<file path="src/rtl/branch_predictor_2bit_if.sv">
`default_nettype none
// ============================================================================
// Module   : branch_predictor_2bit_if
// Brief    : Fetch-lookup / EX-resolution bundle for the 2-bit branch predictor
// Revision : 1.0 - initial release
// ============================================================================
interface branch_predictor_2bit_if;
    logic        pred_valid;
    logic [31:0] pred_pc;
    logic        pred_taken;
    logic        res_valid;
    logic [31:0] res_pc;
    logic        res_taken;
    logic        res_pred;
    logic        miss;
    logic [15:0] resolved;

    modport master (
        output pred_valid, pred_pc, res_valid, res_pc, res_taken, res_pred,
        input  pred_taken, miss, resolved
    );

    modport slave (
        input  pred_valid, pred_pc, res_valid, res_pc, res_taken, res_pred,
        output pred_taken, miss, resolved
    );
endinterface
`default_nettype wire

</file>
<file path="src/rtl/branch_predictor_2bit.sv">
`default_nettype none
// ============================================================================
// Module   : branch_predictor_2bit
// Brief    : PC-indexed table of 2-bit saturating counters with miss pulse
//            and resolution counter
// Revision : 1.0 - initial release
// ============================================================================
module branch_predictor_2bit #(
    parameter int         INDEX_BITS  = 4,
    parameter logic [1:0] RESET_STATE = 2'b01
) (
    input  wire logic               clock,
    input  wire logic               reset_n,
    branch_predictor_2bit_if.slave  bus
);
    localparam int c_ENTRIES = 1 << INDEX_BITS;

    logic [1:0]            r_table [c_ENTRIES];
    logic                  r_miss;
    logic [15:0]           r_resolved;
    logic [INDEX_BITS-1:0] w_pred_idx;
    logic [INDEX_BITS-1:0] w_upd_idx;
    logic                  w_unused;

    // Word-aligned index; upper PC bits alias onto the same entries.
    assign w_pred_idx = bus.pred_pc[INDEX_BITS+1:2];
    assign w_upd_idx  = bus.res_pc[INDEX_BITS+1:2];
    assign w_unused   = ^{bus.pred_pc[31:INDEX_BITS+2], bus.pred_pc[1:0],
                          bus.res_pc[31:INDEX_BITS+2], bus.res_pc[1:0]};

    // Read is of the registered table, so a same-cycle update is seen next cycle.
    assign bus.pred_taken = bus.pred_valid & r_table[w_pred_idx][1];
    assign bus.miss       = r_miss;
    assign bus.resolved   = r_resolved;

    generate
        for (genvar i = 0; i < c_ENTRIES; i++) begin : g_entry
            always_ff @(posedge clock or negedge reset_n) begin
                if (!reset_n) begin
                    r_table[i] <= RESET_STATE;
                end else if (bus.res_valid && (w_upd_idx == INDEX_BITS'(i))) begin
                    if (bus.res_taken) begin
                        if (r_table[i] != 2'b11) begin
                            r_table[i] <= r_table[i] + 2'b01;
                        end
                    end else begin
                        if (r_table[i] != 2'b00) begin
                            r_table[i] <= r_table[i] - 2'b01;
                        end
                    end
                end
            end
        end
    endgenerate

    // Miss compares the prediction carried down the pipe, not the table.
    always_ff @(posedge clock or negedge reset_n) begin
        if (!reset_n) begin
            r_miss     <= 1'b0;
            r_resolved <= 16'h0000;
        end else begin
            r_miss <= bus.res_valid & (bus.res_pred != bus.res_taken);
            if (bus.res_valid) begin
                r_resolved <= r_resolved + 16'd1;
            end
        end
    end
endmodule
`default_nettype wire

</file>
<file path="src/flat_wrapper.sv">
// flat-port wrapper written by rule: the top's interface ports become plain ports
module branch_predictor_2bit_flat 
#(
    parameter int         INDEX_BITS  = 4,
    parameter logic [1:0] RESET_STATE = 2'b01
)
  (clock, reset_n, bus_pred_valid, bus_pred_pc, bus_res_valid, bus_res_pc, bus_res_taken, bus_res_pred, bus_pred_taken, bus_miss, bus_resolved);
  branch_predictor_2bit_if bus_i ();
  input  wire logic clock;
  input  wire logic reset_n;
  input wire logic [$bits(bus_i.pred_valid)-1:0] bus_pred_valid;
  input wire logic [$bits(bus_i.pred_pc)-1:0] bus_pred_pc;
  input wire logic [$bits(bus_i.res_valid)-1:0] bus_res_valid;
  input wire logic [$bits(bus_i.res_pc)-1:0] bus_res_pc;
  input wire logic [$bits(bus_i.res_taken)-1:0] bus_res_taken;
  input wire logic [$bits(bus_i.res_pred)-1:0] bus_res_pred;
  output wire logic [$bits(bus_i.pred_taken)-1:0] bus_pred_taken;
  output wire logic [$bits(bus_i.miss)-1:0] bus_miss;
  output wire logic [$bits(bus_i.resolved)-1:0] bus_resolved;
  assign bus_i.pred_valid = bus_pred_valid;
  assign bus_i.pred_pc = bus_pred_pc;
  assign bus_i.res_valid = bus_res_valid;
  assign bus_i.res_pc = bus_res_pc;
  assign bus_i.res_taken = bus_res_taken;
  assign bus_i.res_pred = bus_res_pred;
  assign bus_pred_taken = bus_i.pred_taken;
  assign bus_miss = bus_i.miss;
  assign bus_resolved = bus_i.resolved;
  branch_predictor_2bit #(.INDEX_BITS(INDEX_BITS), .RESET_STATE(RESET_STATE)) u_core (.clock(clock), .reset_n(reset_n), .bus(bus_i));
endmodule
</file>
<file path="config.mk">
export PLATFORM = sky130hd
export DESIGN_NAME = branch_predictor_2bit_flat
export DESIGN_NICKNAME = d
export VERILOG_FILES = /design/src/rtl/branch_predictor_2bit_if.sv /design/src/rtl/branch_predictor_2bit.sv /design/src/flat_wrapper.sv
export SDC_FILE = /design/constraint.sdc
export NUM_CORES = 1
export LEC_CHECK = 0
export CAP_MARGIN = 10
export CORE_MARGIN = 2
export CORE_UTILIZATION = 47
export CTS_BUF_LIST = sky130_fd_sc_hd__clkbuf_4
export CTS_CLUSTER_DIAMETER = 80
export CTS_CLUSTER_SIZE = 24
export DETAILED_ROUTE_END_ITERATION = 8
export PLACE_DENSITY_LB_ADDON = 0.1
export SYNTH_ARGS = -nofsm -noshare
export SYNTH_HDL_FRONTEND = slang
export SYNTH_SLANG_ARGS = --single-unit
</file>
<file path="constraint.sdc">
create_clock -name clock -period 3.3 [get_ports clock]
set_clock_uncertainty 0.1 [all_clocks]
set_input_delay 0.99 -clock clock [delete_from_list [all_inputs] [get_ports clock]]
set_output_delay 0.99 -clock clock [all_outputs]
set_load 0.05 [all_outputs]
</file>
==> results of run 1 <==
[cells by family after synthesis]
| kind of cell | after synthesis | synth area share |
|---|---|---|
| simple gates | 89 | 0.195 |
| compound gates | 82 | 0.185 |
| flops | 49 | 0.473 |
| buf+inv | 20 | 0.0366 |
| xor+xnor | 16 | 0.0532 |
| mux | 11 | 0.0523 |
| fa+ha+maj | 1 | 0.00475 |
[state kept, by name, summed over array words and instances, names as in the netlist]
register / flops
u_core.bus.miss: 1
u_core.bus.resolved: 16
u_core.r_table: 32
[what timing repair did]
action                                 4_1_cts  5_1_grt
setup endpoints to repair                    1        1
endpoints found under the hold margin        0        0
pin swaps                                    2        1
gates resized for setup                     11        2
[worst min-delay path by stage]
stage / start / end / slack, ps / depth (start not counted)
3_5_place_dp: u_core.bus.resolved[15]$_DFFE_PN0P_ / u_core.bus.resolved[15]$_DFFE_PN0P_ / 360 / 1
6_report: u_core.bus.resolved[15]$_DFFE_PN0P_ / u_core.bus.resolved[15]$_DFFE_PN0P_ / 380 / 1
2_1_floorplan: u_core.r_table[0]$_DFFE_PN1P_ / u_core.r_table[0]$_DFFE_PN1P_ / 380 / 2
3_3_place_gp: u_core.bus.resolved[15]$_DFFE_PN0P_ / u_core.bus.resolved[15]$_DFFE_PN0P_ / 360 / 1
5_1_grt: u_core.bus.resolved[15]$_DFFE_PN0P_ / u_core.bus.resolved[15]$_DFFE_PN0P_ / 400 / 1
4_1_cts: u_core.bus.resolved[15]$_DFFE_PN0P_ / u_core.bus.resolved[15]$_DFFE_PN0P_ / 390 / 1
[layout by cell type (no fill, tap or decap), types with 3 or more instances in the layout]
master	count
sky130_fd_sc_hd__xnor2_1	10
sky130_fd_sc_hd__clkdlybuf4s50_1	26
sky130_fd_sc_hd__nand4_1	5
sky130_fd_sc_hd__mux2i_1	7
sky130_fd_sc_hd__o21ai_0	45
sky130_fd_sc_hd__nand3_1	10
sky130_fd_sc_hd__clkbuf_4	6
sky130_fd_sc_hd__nor3b_1	11
sky130_fd_sc_hd__inv_1	7
sky130_fd_sc_hd__dfstp_2	16
sky130_fd_sc_hd__nand3b_1	3
sky130_fd_sc_hd__nor2b_1	3
sky130_fd_sc_hd__a31oi_1	10
sky130_fd_sc_hd__a221o_1	10
sky130_fd_sc_hd__nor2_1	6
sky130_fd_sc_hd__dfrtp_1	33
sky130_fd_sc_hd__nand2_1	29
sky130_fd_sc_hd__buf_4	11
sky130_fd_sc_hd__xor2_1	6
sky130_fd_sc_hd__a21oi_1	12
[where the power goes]
part | internal [W] | leakage [nW] | switching, W | total, W
combinational | 0.000170 | 0.661 | 0.000271 | 0.000441
sequential | 0.000681 | 0.533 | 0.0000769 | 0.000758
clock | 0.000167 | 0.0456 | 0.000195 | 0.000362
total | 0.00102 | 1.24 | 0.000542 | 0.00156
[metrics by stage]
stage / setup TNS, ps / cell area, sq um / utilization / std cells
2_1_floorplan: 0 / 2640 / - / 268
3_5_place_dp: -530 / 3040 / 0.555 / 368
6_report: 0 / 3120 / 0.571 / 376
3_3_place_gp: -511 / 3040 / 0.555 / 368
4_1_cts: 0 / 3110 / 0.569 / 376
5_1_grt: 0 / 3120 / 0.571 / 376
[layout make-up]
cell class / count / area share
Clock buffer: 6 / 0.0144
Clock inverter: 2 / 0.0112
Inverter: 7 / 0.00841
Multi-Input combinational cell: 199 / 0.418
Sequential cell: 49 / 0.399
Tap cell: 72 / 0.0288
Timing Repair Buffer: 41 / 0.121
[layer usage]
metal  vias to the layer above  wire, microns
li1                       1052              -
met5                         -              0
met4                         0             55
met2                        32           2400
met3                         5            195
met1                      1011           2870
==> out/results.tsv, run 1 <==
metric	value	unit
run status	finished clean	
detailed router's first-iteration violation count	82	
Post-Syn Instances	268	
met2 track demand over resource in global routing	0.288	
PnR worst setup slack	49.1	ps
post-synthesis net count	339	
most frequently used cell type in the post-synthesis netlist	sky130_fd_sc_hd__o21ai_0	
total area of multi-input combinational cells	1310	sq um
worst rel slew slack	0.612	
power density over the cells	499	nW/um^2
cell type with the highest aggregate area in the netlist	sky130_fd_sc_hd__dfrtp_1	
wire length after detailed routing	5.52	mm
kind of cell adding the most delay to the critical path	multiplexers	
Post-CTS Setup Bufs	0	
hold crit path type	register to register	
critical path required time	2210	ps
Synth top cells by count	sky130_fd_sc_hd__o21ai_0 (45), sky130_fd_sc_hd__dfrtp_1 (33), sky130_fd_sc_hd__nand2_1 (29)	
hold buffers post-CTS	0	
number of cell rows	27	
global-route wire length before repair	9.40	mm
Die Area	6220	sq um
leakage power	1.24	nW
PnR Total Power	0.00156	W
pre-CTS setup slack	-530	ps
die outline width	78.9	microns
clock tree from TritonCTS	yes	
global router's overall resource usage	0.193	
quantity of I/O buffers inserted on ports	31	
clock-pin slew on the worst setup and hold paths	140	ps
fraction of layout instances using a drive strength above 1	0.174	
Routed wire per std cell	14.7	microns
antenna diode instance count	0	
final worst hold slack	377	ps
number of enable flip-flop cells after synthesis	0	
root buffer selected by CTS	sky130_fd_sc_hd__clkbuf_4	
Setup violations, final	0	
hpwl dp	3.86	mm
critical path fanouts, max	3	
largest net degree at the start of global routing	29	
most used routing layer	met1	
Residual DRC	0	
number of fill cells	508	
CTS sink count	49	
CP cell instances	buf_4 -> mux4_2 -> nand2b_1 -> o311ai_2 -> o22ai_2 -> buf_6	
initial core utilization	0.481	
met3 Track Usage GR	0.0386	
number of antenna violations at the first check in global routing	0	
y dimension of the die	78.9	microns
Worst R2R Setup Slack	1760	ps
leftover overflow at the end of global routing	0	
synth warn	0	
Data arrival, critical path	2160	ps
most frequently used flop master after synthesis	sky130_fd_sc_hd__dfrtp_1	
final worst-path cycle share	0.985	
R2R depth	4	
share of the yosys chip area belonging to registers	0.473	
number of buffers inserted during clock tree synthesis	5	
shortest period the worst path allows	3250	ps
Pre-antenna DRT Iters	4	
top-area cell type share of the netlist area	0.314	
final count of hold timing violations	0	
RSZ-0062 raised after global routing	false	
max-cap viol count	0	
highest clock rate	0.308	GHz
number of I/O pins	88	
Via density	5.59	
clock network latency to the later pin of the worst-skew pair	360	ps
final weighted congestion of routability-driven global placement	0.747	
remaining antenna violation count after routing	0	
final-stage net count	374	
maximum clock insertion buffer count	2	
Levels on crit path	6	
slew of the pin with the lowest slew margin	581	ps
launch instance of the worst register-to-register path	u_core.bus.resolved[0]$_DFFE_PN0P_	
endpoint kind of the worst setup timing path	output pin	
highest cell delay on the worst timing path	500	ps
Critical path destination	bus_pred_taken	
Area growth, synth to finish	18.6	%
worst voltage drop across the vdd grid	0.488	mV
via count of the first global-routing pass	1952	
top cells by area in the synthesized netlist	sky130_fd_sc_hd__dfrtp_1 (31%), sky130_fd_sc_hd__dfstp_2 (16%), sky130_fd_sc_hd__o21ai_0 (8.6%)	
vias post-DR	2100	
reg2reg end	u_core.bus.resolved[12]$_DFFE_PN0P_	
met1 track demand over resource in global routing	0.289	
placeable core region	5470	sq um
average cell area after synthesis	9.83	sq um
number of buffer and inverter instances along the worst setup path	2	
Async S/R FF share, synth	1.00	
CTS H-Tree Depth	2	
slowest stage cell on the critical path	sky130_fd_sc_hd__mux4_2	
FF+latch area	1250	sq um
critical path launch point type	input pin	
count of cell types in the netlist	46	
mapped cell area	2630	sq um
flip-flop and latch count after synthesis	49	
startpoint of the most critical setup path	bus_pred_pc[2]	
count of final max-slew check failures	0	
Setup Crit Path Kind	input pin to output pin	
Note: power is estimated with default switching activity, not from simulation.
==> run 2, diff against run 1 <==
--- a/config.mk
+++ b/config.mk
@@ -10,7 +10,7 @@
 export CORE_UTILIZATION = 47
 export CTS_BUF_LIST = sky130_fd_sc_hd__clkbuf_4
 export CTS_CLUSTER_DIAMETER = 80
-export CTS_CLUSTER_SIZE = 24
+export CTS_CLUSTER_SIZE = 30
 export DETAILED_ROUTE_END_ITERATION = 8
 export PLACE_DENSITY_LB_ADDON = 0.1
 export SYNTH_ARGS = -nofsm -noshare
==> results of run 2 <==
Same layout as run 1: the final DEF is identical, and so are final timing and power.
==> RTL edit: new RTL, flow settings as in run 1 <==
`INDEX_BITS` is set to 4 in 2 places; all go to 5.
--- a/src/rtl/branch_predictor_2bit.sv
+++ b/src/rtl/branch_predictor_2bit.sv
@@ -8,3 +8,3 @@
 module branch_predictor_2bit #(
-    parameter int         INDEX_BITS  = 4,
+    parameter int         INDEX_BITS  = 5,
     parameter logic [1:0] RESET_STATE = 2'b01
--- a/src/flat_wrapper.sv
+++ b/src/flat_wrapper.sv
@@ -3,3 +3,3 @@
 #(
-    parameter int         INDEX_BITS  = 4,
+    parameter int         INDEX_BITS  = 5,
     parameter logic [1:0] RESET_STATE = 2'b01
Function: changed (a bounded check fails within 4 cycles, from zero or initial values and one cycle with reset_n low).
==> RTL edit against run 1 <==
The run now ends with negative setup slack left. Worst setup slack lost 0.20 ns. Non-clock buffer count grew 11. Hold slack gained 0.0053 ns. Via count grew 82%. Area after synthesis grew 73%. Sequential cell count grew 32. Cell count grew 78%. Clock power grew 94%. Wire length grew 81%. Power grew 60%. Global-route usage grew 0.92 points. Cell area grew 67%. Critical path depth grew 1. Critical path type unchanged.
==> RTL edit: results <==
{
  "grt_busiest_layer": "met2",
  "yosys-top-cells-area": "dfrtp_1 27%, dfstp_2 18%, o21ai_0 8.8%",
  "peakVddDrop_v": 0.0003111,
  "rrSetupSlack_ns": 1.50,
  "finalWorstSetupSlack_ns": -0.1532,
  "power_density_mw_per_mm2": 476.7,
  "worstPathArrival_ns": 2.36,
  "wl_met3_um": 286,
  "reg2regPathDepth": 5,
  "cts-resized-gates": 22,
  "hpwl_um": 6702,
  "violations": "negative setup slack",
  "htreeDepth": 3,
  "gp_congestion": 0.8245,
  "viasPerCell": 5.704,
  "synth_nets": 573,
  "num_vias": 3822,
  "dp_cells": 654,
  "setup_viol": 1,
  "tns_ns": -0.1532,
  "powerClk_mw": 0.703,
  "grt_pass1_vias": 3499,
  "yosys-top-cells-count": "82 x nand2_1, 80 x o21ai_0, 49 x dfrtp_1",
  "grt_max_degree": 72,
  "worst_slew_pin_slew_ns": 0.6939,
  "drt-initial-drc-count": 95,
  "gr-usage-met1_pct": 27.09,
  "cpPeakStageDelay_ns": 0.48,
  "grt_pass1_wl_um": 16530,
  "met3_usage_pct": 3.010,
  "sequentialPowerShare_pct": 50.3,
  "grtUsageMet2_pct": 33.45,
  "p_switching_mw": 0.8340,
  "fillers": 843,
  "pre_cts_slack_ns": -0.7762,
  "grt_usage_pct": 20.21,
  "p_leak_nw": 2.009,
  "met2_length_um": 4963,
  "ys_types": 45,
  "numCtsBuffers": 9,
  "holdWs_ns": 0.3824,
  "run_status": "complete, but fails checks",
  "port_buffers": 33,
  "avgSynthCellArea_sq_um": 9.055,
  "final_nets": 607,
  "worstSkewPairLatency_ns": 0.44
}
RTL edit: cell types whose count changed after synthesis, moves of 5 or more:
cell,change
nand2_1,+53
nor2_1,+42
o21ai_0,+35
and3_1,+28
clkbuf_1,+18
dfrtp_1,+16
dfstp_2,+16
a211oi_1,+13
a21oi_1,+11
nand3_1,-8
a31oi_1,+5
RTL edit: cell type report:
class                      count  area (sq um)  share of cell area (%)
multi-input combinational    386          2315                   44.32
sequential                    81          2067                   39.58
timing repair buffer          52         488.0                   9.344
tap                          129         161.4                   3.091
clock inverter                 7         101.3                   1.941
clock buffer                   9         67.56                   1.294
inverter                       6         22.52                  0.4312
RTL edit: kinds of logic after synthesis:
family                     share of synthesized area (%)
adders and majority gates                         0.2752
buffers and inverters                              3.441
and+or+nand+nor                                    22.65
DFF                                                45.47
xor gates and xnor gates                           3.083
AOI/OAI and AO/OA                                  19.65
muxes                                              5.422
